--- src/rtl/level_sequencer.sv ---
// level_sequencer: game-flow FSM that sets level, lives and per-row car configuration.
// Define LEVEL_SEQ_SPEEDUP_EN to make row speed scale with the level.
module level_sequencer #(
    parameter int NUM_ROWS    = 5,
    parameter int HOLD_FRAMES = 60,
    parameter int MAX_LEVEL   = 7,
    parameter int START_LIVES = 3,
    parameter int ROW0_Y      = 400,
    parameter int ROW_PITCH   = 40
) (
    input  logic                           frame_clk,
    input  logic                           Reset,
    input  logic                           win,
    input  logic                           lose,
    output logic [NUM_ROWS-1:0][2:0]       Row_Number_Cars,
    output logic [NUM_ROWS-1:0][7:0]       Row_Gap_Size,
    output logic [NUM_ROWS-1:0][5:0]       Row_Speed,
    output logic [NUM_ROWS-1:0]            Row_Direction,
    output logic [NUM_ROWS-1:0][10:0]      Row_Start_Y,
    output logic                           Row_Reload,
    output logic                           Rows_Frozen,
    output logic [2:0]                     Level,
    output logic [1:0]                     Lives,
    output logic                           Game_Over
);
    localparam int HW = $clog2(HOLD_FRAMES + 1);

    typedef enum logic [2:0] {LOAD, PLAY, WIN_HOLD, LOSE_HOLD, OVER} state_t;

    state_t                      state;
    logic [HW-1:0]               hold_cnt;
    logic                        win_q, lose_q;
    logic [NUM_ROWS-1:0][2:0]    cfg_cars;
    logic [NUM_ROWS-1:0][7:0]    cfg_gap;
    logic [NUM_ROWS-1:0][5:0]    cfg_speed;
    logic [NUM_ROWS-1:0]         cfg_dir;
    logic [NUM_ROWS-1:0][10:0]   cfg_y;

    wire win_e  = win & ~win_q;
    wire lose_e = lose & ~lose_q;

    always_comb begin
        cfg_cars  = '0;
        cfg_gap   = '0;
        cfg_speed = '0;
        cfg_dir   = '0;
        cfg_y     = '0;
        for (int r = 0; r < NUM_ROWS; r++) begin
            cfg_cars[r]  = ((int'(Level) + r) >> 1) >= 3 ? 3'd4 : 3'(((int'(Level) + r) >> 1) + 1);
            cfg_gap[r]   = 8'(160 - 16 * int'(Level));
            cfg_dir[r]   = r[0];
            cfg_y[r]     = 11'(ROW0_Y - r * ROW_PITCH);
`ifdef LEVEL_SEQ_SPEEDUP_EN
            cfg_speed[r] = 6'(2 + int'(Level) + r);
`else
            cfg_speed[r] = 6'(2 + r);
`endif
        end
    end

    always_ff @(posedge frame_clk) begin
        if (Reset) begin
            state           <= LOAD;
            hold_cnt        <= '0;
            win_q           <= 1'b1;
            lose_q          <= 1'b1;
            Level           <= '0;
            Lives           <= 2'(START_LIVES);
            Row_Number_Cars <= '0;
            Row_Gap_Size    <= '0;
            Row_Speed       <= '0;
            Row_Direction   <= '0;
            Row_Start_Y     <= '0;
            Row_Reload      <= 1'b0;
            Rows_Frozen     <= 1'b1;
            Game_Over       <= 1'b0;
        end else begin
            win_q      <= win;
            lose_q     <= lose;
            Row_Reload <= 1'b0;
            case (state)
                LOAD: begin
                    state           <= PLAY;
                    Row_Number_Cars <= cfg_cars;
                    Row_Gap_Size    <= cfg_gap;
                    Row_Speed       <= cfg_speed;
                    Row_Direction   <= cfg_dir;
                    Row_Start_Y     <= cfg_y;
                    Row_Reload      <= 1'b1;
                    Rows_Frozen     <= 1'b0;
                end
                PLAY: begin
                    // lose wins a tie; a simultaneous win is dropped
                    if (lose_e) begin
                        state       <= LOSE_HOLD;
                        Lives       <= Lives - 2'd1;
                        hold_cnt    <= HW'(HOLD_FRAMES - 1);
                        Rows_Frozen <= 1'b1;
                    end else if (win_e) begin
                        state       <= WIN_HOLD;
                        hold_cnt    <= HW'(HOLD_FRAMES - 1);
                        Rows_Frozen <= 1'b1;
                    end
                end
                WIN_HOLD: begin
                    if (hold_cnt == '0) begin
                        state <= LOAD;
                        Level <= Level < 3'(MAX_LEVEL) ? Level + 3'd1 : Level;
                    end else
                        hold_cnt <= hold_cnt - 1'b1;
                end
                LOSE_HOLD: begin
                    if (hold_cnt == '0) begin
                        state     <= Lives == 2'd0 ? OVER : LOAD;
                        Game_Over <= Lives == 2'd0;
                    end else
                        hold_cnt <= hold_cnt - 1'b1;
                end
                OVER: state <= OVER;
                default: state <= LOAD;
            endcase
        end
    end
endmodule

--- config.mk ---
export PLATFORM = sky130hd
export DESIGN_NAME = level_sequencer
export DESIGN_NICKNAME = d
export VERILOG_FILES = /design/src/rtl/level_sequencer.sv
export SDC_FILE = /design/constraint.sdc
export NUM_CORES = 1
export LEC_CHECK = 0
export ABC_CLOCK_PERIOD_IN_PS = 3700
export CAP_MARGIN = 0
export CORE_UTILIZATION = 42
export CTS_CLUSTER_DIAMETER = 60
export CTS_CLUSTER_SIZE = 16
export DETAILED_ROUTE_END_ITERATION = 6
export HOLD_SLACK_MARGIN = 0.03
export PLACE_DENSITY_LB_ADDON = 0.15
export SLEW_MARGIN = 0
export SYNTH_ARGS = -nofsm -noshare
export SYNTH_HDL_FRONTEND = slang
export SYNTH_SLANG_ARGS = --single-unit
--- constraint.sdc ---
create_clock -name frame_clk -period 3.7 [get_ports frame_clk]
set_input_delay 0.37 -clock frame_clk [delete_from_list [all_inputs] [get_ports frame_clk]]
set_output_delay 0.37 -clock frame_clk [all_outputs]
set_load 0.03 [all_outputs]
==> run summary, run 1 <==
final setup fails - 0
Achievable Freq - 0.390 GHz
Combinational Power Share - 38.8%
Hold Path Sink - Row_Number_Cars[2]$_SDFFE_PP0N_
cts repair resizes - 0
Hold Crit Depth - 2
Worst Clk Skew - 0.00193 ns
Initial Util - 44.1%
Commonest cells post-synth - 127 x buf_4, 38 x dfxtp_1, 27 x nor2_1
fraction of registers with async set/reset - 0%
Global Route Usage Sum - 12.9%
core area - 6420 um^2
CTS tree - built
dominant cell type by area after synthesis - buf_4
RSZ-0062 raised after global routing - false
Final ANT Viol Nets - 0
clock transition at the registers of the reported paths - 0.07 ns
DR vias/cell - 4.27
Final Net Count - 379
WL met3 - 328 um
most frequent cell after synthesis - buf_4
r2r endpoint - Row_Number_Cars[9]$_SDFFE_PP0N_
Setup crit end kind - flip-flop
Post-synth top flop - dfxtp_1
R2R depth - 8
# IOs - 157
first drt pass iteration count - 6
routed wire length - 4630 um
Synth top area share - 33.6%
drt first-iter violations - 100
Detail Placement HPWL - 3470 um
Clock Latency Late Sink - 0.29 ns
PortBufs - 72
Netlist cell types - 47
Final Instance Area - 3040 um^2
clock group share of total power - 22.2%
max-cap viol count - 0
deepest clock path buffer count - 2
required time worst endpoint - 3.92 ns
DR vias - 1,857
die height - 84.2 um
critical path cell sequence - inv_1 > ha_1 > inv_1 > ha_1 > ha_1 > a211o_1 > or3_1 > a21oi_1
P&R area growth vs syn - 7.06%
P_leak - 1.33 nW
critical path startpoint category - flip-flop
RD Place Congestion - 0.752
Cells after Synth - 331
top sig layer - met4
pwr/cell area - 394 nW/um^2
largest net degree at the start of global routing - 28
Worst VDD drop - 0.000192 V
number of synthesized flops with an enable pin - 0
GRT Residual Overflow - 0
FF-to-FF setup slack - 1.14 ns
Worst Path Arrival - 2.78 ns
first-pass GRT wire length - 7380 um
H-tree depth - 2
Post-route DRC - 30
Internal - 0.708 mW
status - finished, violations left
Final min period - 2.56 ns
switching part of the total - 40.8%
Worst Path Max Fanout - 10
diode count - 0
Hold WC Path Type - reg -> reg
relative slew slack - 32.8%
clk sinks - 38
Worst-Margin Slew - 1.00 ns
Reg power frac - 39.0%
kind of critical path - reg -> reg
Final Hold Fails - 0
Die Wd - 84.2 um
Final Cycle Share - 69.3%
violated checks - design-rule violations
routed length on met1 - 2090 um
total CTS buffers - 5
Synth Cell Area - 2840 um^2
WL/cell - 10.6 um
Setup TNS Final - 0 ns
sequential area share after synthesis - 26.8%
die area - 7080 um^2
cell row count - 29
top post-synthesis cells by area - buf_4 34%, dfxtp_1 27%, ha_1 7.5%
Setup crit start - Level[1]$_SDFFE_PP0P_
hold_sp - Row_Number_Cars[2]$_SDFFE_PP0N_
Hold-fix buffers, CTS - 0
Switch Pwr - 0.488 mW
post-CTS setup buffer count - 0
antenna violations before repair - 0
root buffer cell - clkbuf_8
FF-to-FF Start - Level[1]$_SDFFE_PP0P_
synth warn - 0
mean area per synthesized cell - 8.57 um^2
fin. max-slew vios - 0
vias in the first global route - 1,489
routed wl met2 - 2180 um
layout cells sized above 1 - 5.31%
CP max-delay cell - dfxtp_1
FF+latch count, synth - 38
cell mode on critical path - ha_1
Area after DPL - 2960 um^2
delay of the slowest cell on the worst path - 0.54 ns
[worst max-delay path by stage]
stage | end | slack, ns
floorplan | Row_Number_Cars[9]$_SDFFE_PP0N_ | 1.15
global placement | Row_Number_Cars[9]$_SDFFE_PP0N_ | 1.24
detailed placement | Row_Number_Cars[9]$_SDFFE_PP0N_ | 1.13
CTS | Row_Number_Cars[9]$_SDFFE_PP0N_ | 1.13
global route | Row_Number_Cars[9]$_SDFFE_PP0N_ | 0.97
finish | Row_Number_Cars[9]$_SDFFE_PP0N_ | 1.14
[layout make-up]
class                   count  area [um^2]
multi-input cells         230         1340
fillers                   631         3390
flip-flops and latches     38          761
well taps                  77         96.3
inverters                  10         37.5
repair buffers             73          728
clock buffers               7         76.3
[power groups by stage]
stage	clock network (mW)	logic [mW]	registers (mW)
2_1_floorplan	0	0.429	0.503
3_3_place_gp	0	0.462	0.476
3_5_place_dp	0	0.464	0.477
4_1_cts	0.278	0.464	0.467
5_1_grt	0.299	0.489	0.473
6_report	0.265	0.464	0.467
[metrics by stage]
stage / instances / util (%) / power [mW] / worst slack [ns] / hold slack (ns)
CTS: 435 / 47.3 / 1.21 / 1.13 / 0.456
global route: 435 / 47.3 / 1.26 / 0.965 / 0.489
global placement: 428 / 46.1 / 0.938 / 1.24 / 0.446
detailed placement: 428 / 46.1 / 0.941 / 1.13 / 0.446
floorplan: 414 / - / 0.932 / 1.15 / 0.477
finish: 435 / 47.3 / 1.20 / 1.14 / 0.454
[per-layer routing]
metal | up-vias | GRT usage, %
met1 | 838 | 16.9
met5 | - | 0
met3 | 5 | 3.05
met2 | 83 | 20.8
li1 | 931 | -
met4 | 0 | 4.70
[cell usage in the layout, fill, tap and decap left out, types with 6 or more instances in the layout]
| cell | netlist | final |
|---|---|---|
| a211oi_1 | 6 | 6 |
| a21oi_1 | 16 | 16 |
| nor3_1 | 7 | 7 |
| ha_1 | 17 | 17 |
| dfxtp_1 | 38 | 38 |
| inv_1 | 10 | 10 |
| nor2_1 | 27 | 27 |
| conb_1 | 1 | 84 |
| clkdlybuf4s50_1 | 0 | 72 |
| nand2_1 | 16 | 16 |
[logic make-up (layout without fill, tap and decap cells)]
family | after synthesis | count (layout) | synth area share (%)
compound gates | 44 | 44 | 11.8
xor+xnor | 5 | 5 | 1.54
fa+ha+maj | 17 | 17 | 7.50
buf+inv | 146 | 90 | 37.0
flops | 38 | 38 | 26.8
mux | 2 | 2 | 0.706
other cells | 1 | 84 | 0.132
simple gates | 78 | 78 | 14.5
[registers in the layout, indices dropped and copies added, names as in the netlist, 2 cells and up]
signal           flops
Level                3
Lives                2
Row_Gap_Size         4
Row_Number_Cars     14
hold_cnt             6
state                3
[critical path: cells and delay by family, from the launching register on]
kind	cells	cell delay (ns)
compound gates	2	0.45
simple gates	1	0.32
flops	1	0.54
fa+ha+maj	3	0.86
buf+inv	2	0.33
Note: power is estimated with default switching activity, not from simulation.
==> run 2, diff against run 1 <==
--- a/config.mk
+++ b/config.mk
@@ -5,9 +5,9 @@
 export SDC_FILE = /design/constraint.sdc
 export NUM_CORES = 1
 export LEC_CHECK = 0
-export ABC_CLOCK_PERIOD_IN_PS = 3700
+export ABC_CLOCK_PERIOD_IN_PS = 2400
 export CAP_MARGIN = 0
-export CORE_UTILIZATION = 42
+export CORE_UTILIZATION = 39
 export CTS_CLUSTER_DIAMETER = 60
 export CTS_CLUSTER_SIZE = 16
 export DETAILED_ROUTE_END_ITERATION = 6
==> constraint.sdc (replaced) <==
create_clock -name frame_clk -period 2.4 [get_ports frame_clk]
set_input_delay 0.24 -clock frame_clk [delete_from_list [all_inputs] [get_ports frame_clk]]
set_output_delay 0.24 -clock frame_clk [all_outputs]
set_load 0.03 [all_outputs]
==> run summary, run 2 (synthesis results as in run 1) <==
status - finished, final reports clean
PortBufs - 72 (unchanged)
most frequent cells in the layout - 84 x conb_1, 72 x clkdlybuf4s50_1, 37 x dfxtp_1, 27 x nor2_1, 17 x ha_1
RSZ-0062 raised after global routing - false
routed wire length - 4730 um (+2.1%)
P&R area growth vs syn - 9.53%
top flop regs - Row_Number_Cars x14, hold_cnt x6, Row_Gap_Size x4
Hold WS - 0.457 ns (+0.00289 ns)
layout cells sized above 1 - 7.16% (+1.9 points)
Worst Clk Skew - 0.00402 ns (+0.00210 ns)
Detail Placement HPWL - 3570 um (+3.1%)
delay of the slowest cell on the worst path - 0.44 ns (-0.10 ns)
Worst Path Max Fanout - 10 (unchanged)
diode count - 0 (unchanged)
Final min period - 2.22 ns (-0.345 ns)
top sig layer - met4
root buffer cell - clkbuf_8
commonest non-fill, non-tap cell in the layout - conb_1
Initial Util - 41.1% (-3.1 points)
Overall Power - 1.90 mW (+59%)
Biggest register - Row_Number_Cars
critical path cell sequence - inv_1 > ha_1 > xnor2_1 > ha_1 > ha_1 > a211o_1 > or3_1 > a21oi_1
Achievable Freq - 0.451 GHz (+16%)
RD Place Congestion - 0.726 (-3.5%)
clock transition at the registers of the reported paths - 0.07 ns (about the same)
core area - 6910 um^2 (+7.5%)
CTS tree - built
routed length on met1 - 2070 um (-0.86%)
die height - 87.3 um (+3.7%)
DR vias - 1,882 (+1.3%)
DR vias/cell - 4.10 (-4.0%)
CP max-delay cell - dfxtp_2
Worst Path Arrival - 2.45 ns (-0.33 ns)
max FFs per register - 14 (unchanged)
antenna violations before repair - 0 (unchanged)
Worst VDD drop - 0.000236 V (+23%)
Filler cells - 732 (+16%)
clk sinks - 38 (unchanged)
Final ANT Viol Nets - 0 (unchanged)
routed wl met2 - 2250 um (+3.2%)
Hold-fix buffers, CTS - 0 (unchanged)
Clock Latency Late Sink - 0.29 ns (about the same)
P_leak - 1.37 nW (+2.3%)
fin. max-slew vios - 0 (unchanged)
Setup crit end kind - flip-flop
Setup TNS Final - 0 ns (unchanged)
required time worst endpoint - 2.63 ns (-1.29 ns)
deepest clock path buffer count - 2 (unchanged)
H-tree depth - 2 (unchanged)
cts repair resizes - 0 (unchanged)
Final Hold Fails - 0 (unchanged)
Hold WC Path Type - reg -> reg
GRT Residual Overflow - 0 (unchanged)
cell row count - 30 (+3.4%)
Final Cycle Share - 92.4% (+23 points)
die area - 7620 um^2 (+7.5%)
post-CTS setup buffer count - 0 (unchanged)
WL/cell - 10.3 um (-3.3%)
Worst-Margin Slew - 0.732 ns (-0.270 ns)
Post-route DRC - 0 (-100%)
first drt pass iteration count - 4 (-2)
drt first-iter violations - 54 (-46%)
relative slew slack - 51.1% (+18 points)
cell mode on critical path - ha_1
first-pass GRT wire length - 7210 um (-2.3%)
total CTS buffers - 5 (unchanged)
max-cap viol count - 0 (unchanged)
critical path startpoint category - flip-flop
Die Wd - 87.3 um (+3.7%)
largest net degree at the start of global routing - 28 (unchanged)
# IOs - 157 (unchanged)
WL met3 - 346 um (+5.5%)
final setup fails - 0 (unchanged)
pwr/cell area - 611 nW/um^2 (+55%)
Global Route Usage Sum - 12.0% (-0.92 points)
kind of critical path - reg -> reg
Final Net Count - 383 (+1.1%)
vias in the first global route - 1,536 (+3.2%)
## run 2: cell count changes in the layout (fill, tap and decap cells not counted)
cell / change
dfxtp_1: -1
dfxtp_2: +1
clkinv_2: +1
clkbuf_8: +1
clkbuf_1: -1
buf_4: +4
## run 2: per-stage QoR
step                      setup slack (ns)  util, %  cell area [um^2]  cells
after floorplan                     0.0667        -              3150    414
after global placement               0.276     43.6              3010    451
after detailed placement             0.177     43.6              3010    451
after CTS                            0.163     45.0              3110    459
after global routing                0.0374     45.0              3110    459
final                                0.181     45.0              3110    459
## run 2: layout make-up
cell class | count | area (um^2) | area share, %
flip-flops and latches | 38 | 762 | 24.5
clock buffers | 7 | 86.3 | 2.78
inverters | 10 | 37.5 | 1.21
well taps | 96 | 120 | 3.87
repair buffers | 77 | 758 | 24.4
clock inverters | 1 | 5.00 | 0.161
multi-input cells | 230 | 1340 | 43.0
## run 2: worst max-delay path, delay by kind of cell (launching register included)
| kind | cells | cell delay [ns] |
|---|---|---|
| fa+ha+maj | 3 | 0.62 |
| flops | 1 | 0.44 |
| compound gates | 2 | 0.44 |
| simple gates | 1 | 0.32 |
| xor+xnor | 1 | 0.18 |
| buf+inv | 1 | 0.15 |
## run 2: power by group
group          leakage [nW]  total [mW]  internal, mW  switching (mW)
clock network        0.0482       0.458         0.232           0.226
logic                  1.00       0.721         0.225           0.496
registers             0.313       0.718         0.671          0.0471
total                  1.37        1.90          1.13           0.769
## run 2: final timing paths
kind                                        start                               to  slack [ns]  cells after the start
setup / recovery            Level[1]$_SDFFE_PP0P_  Row_Number_Cars[9]$_SDFFE_PP0N_        0.18                      8
hold / removal    Row_Number_Cars[1]$_SDFFE_PP0N_  Row_Number_Cars[1]$_SDFFE_PP0N_        0.46                      2
setup reg to reg            Level[1]$_SDFFE_PP0P_  Row_Number_Cars[9]$_SDFFE_PP0N_        0.18                      8
hold reg to reg   Row_Number_Cars[1]$_SDFFE_PP0N_  Row_Number_Cars[1]$_SDFFE_PP0N_        0.46                      2
## run 2: metal layers
layer,vias up,global-route usage (%)
li1,939,-
met1,846,15.0
met2,89,19.7
met3,8,3.22
met4,0,4.47
met5,-,0
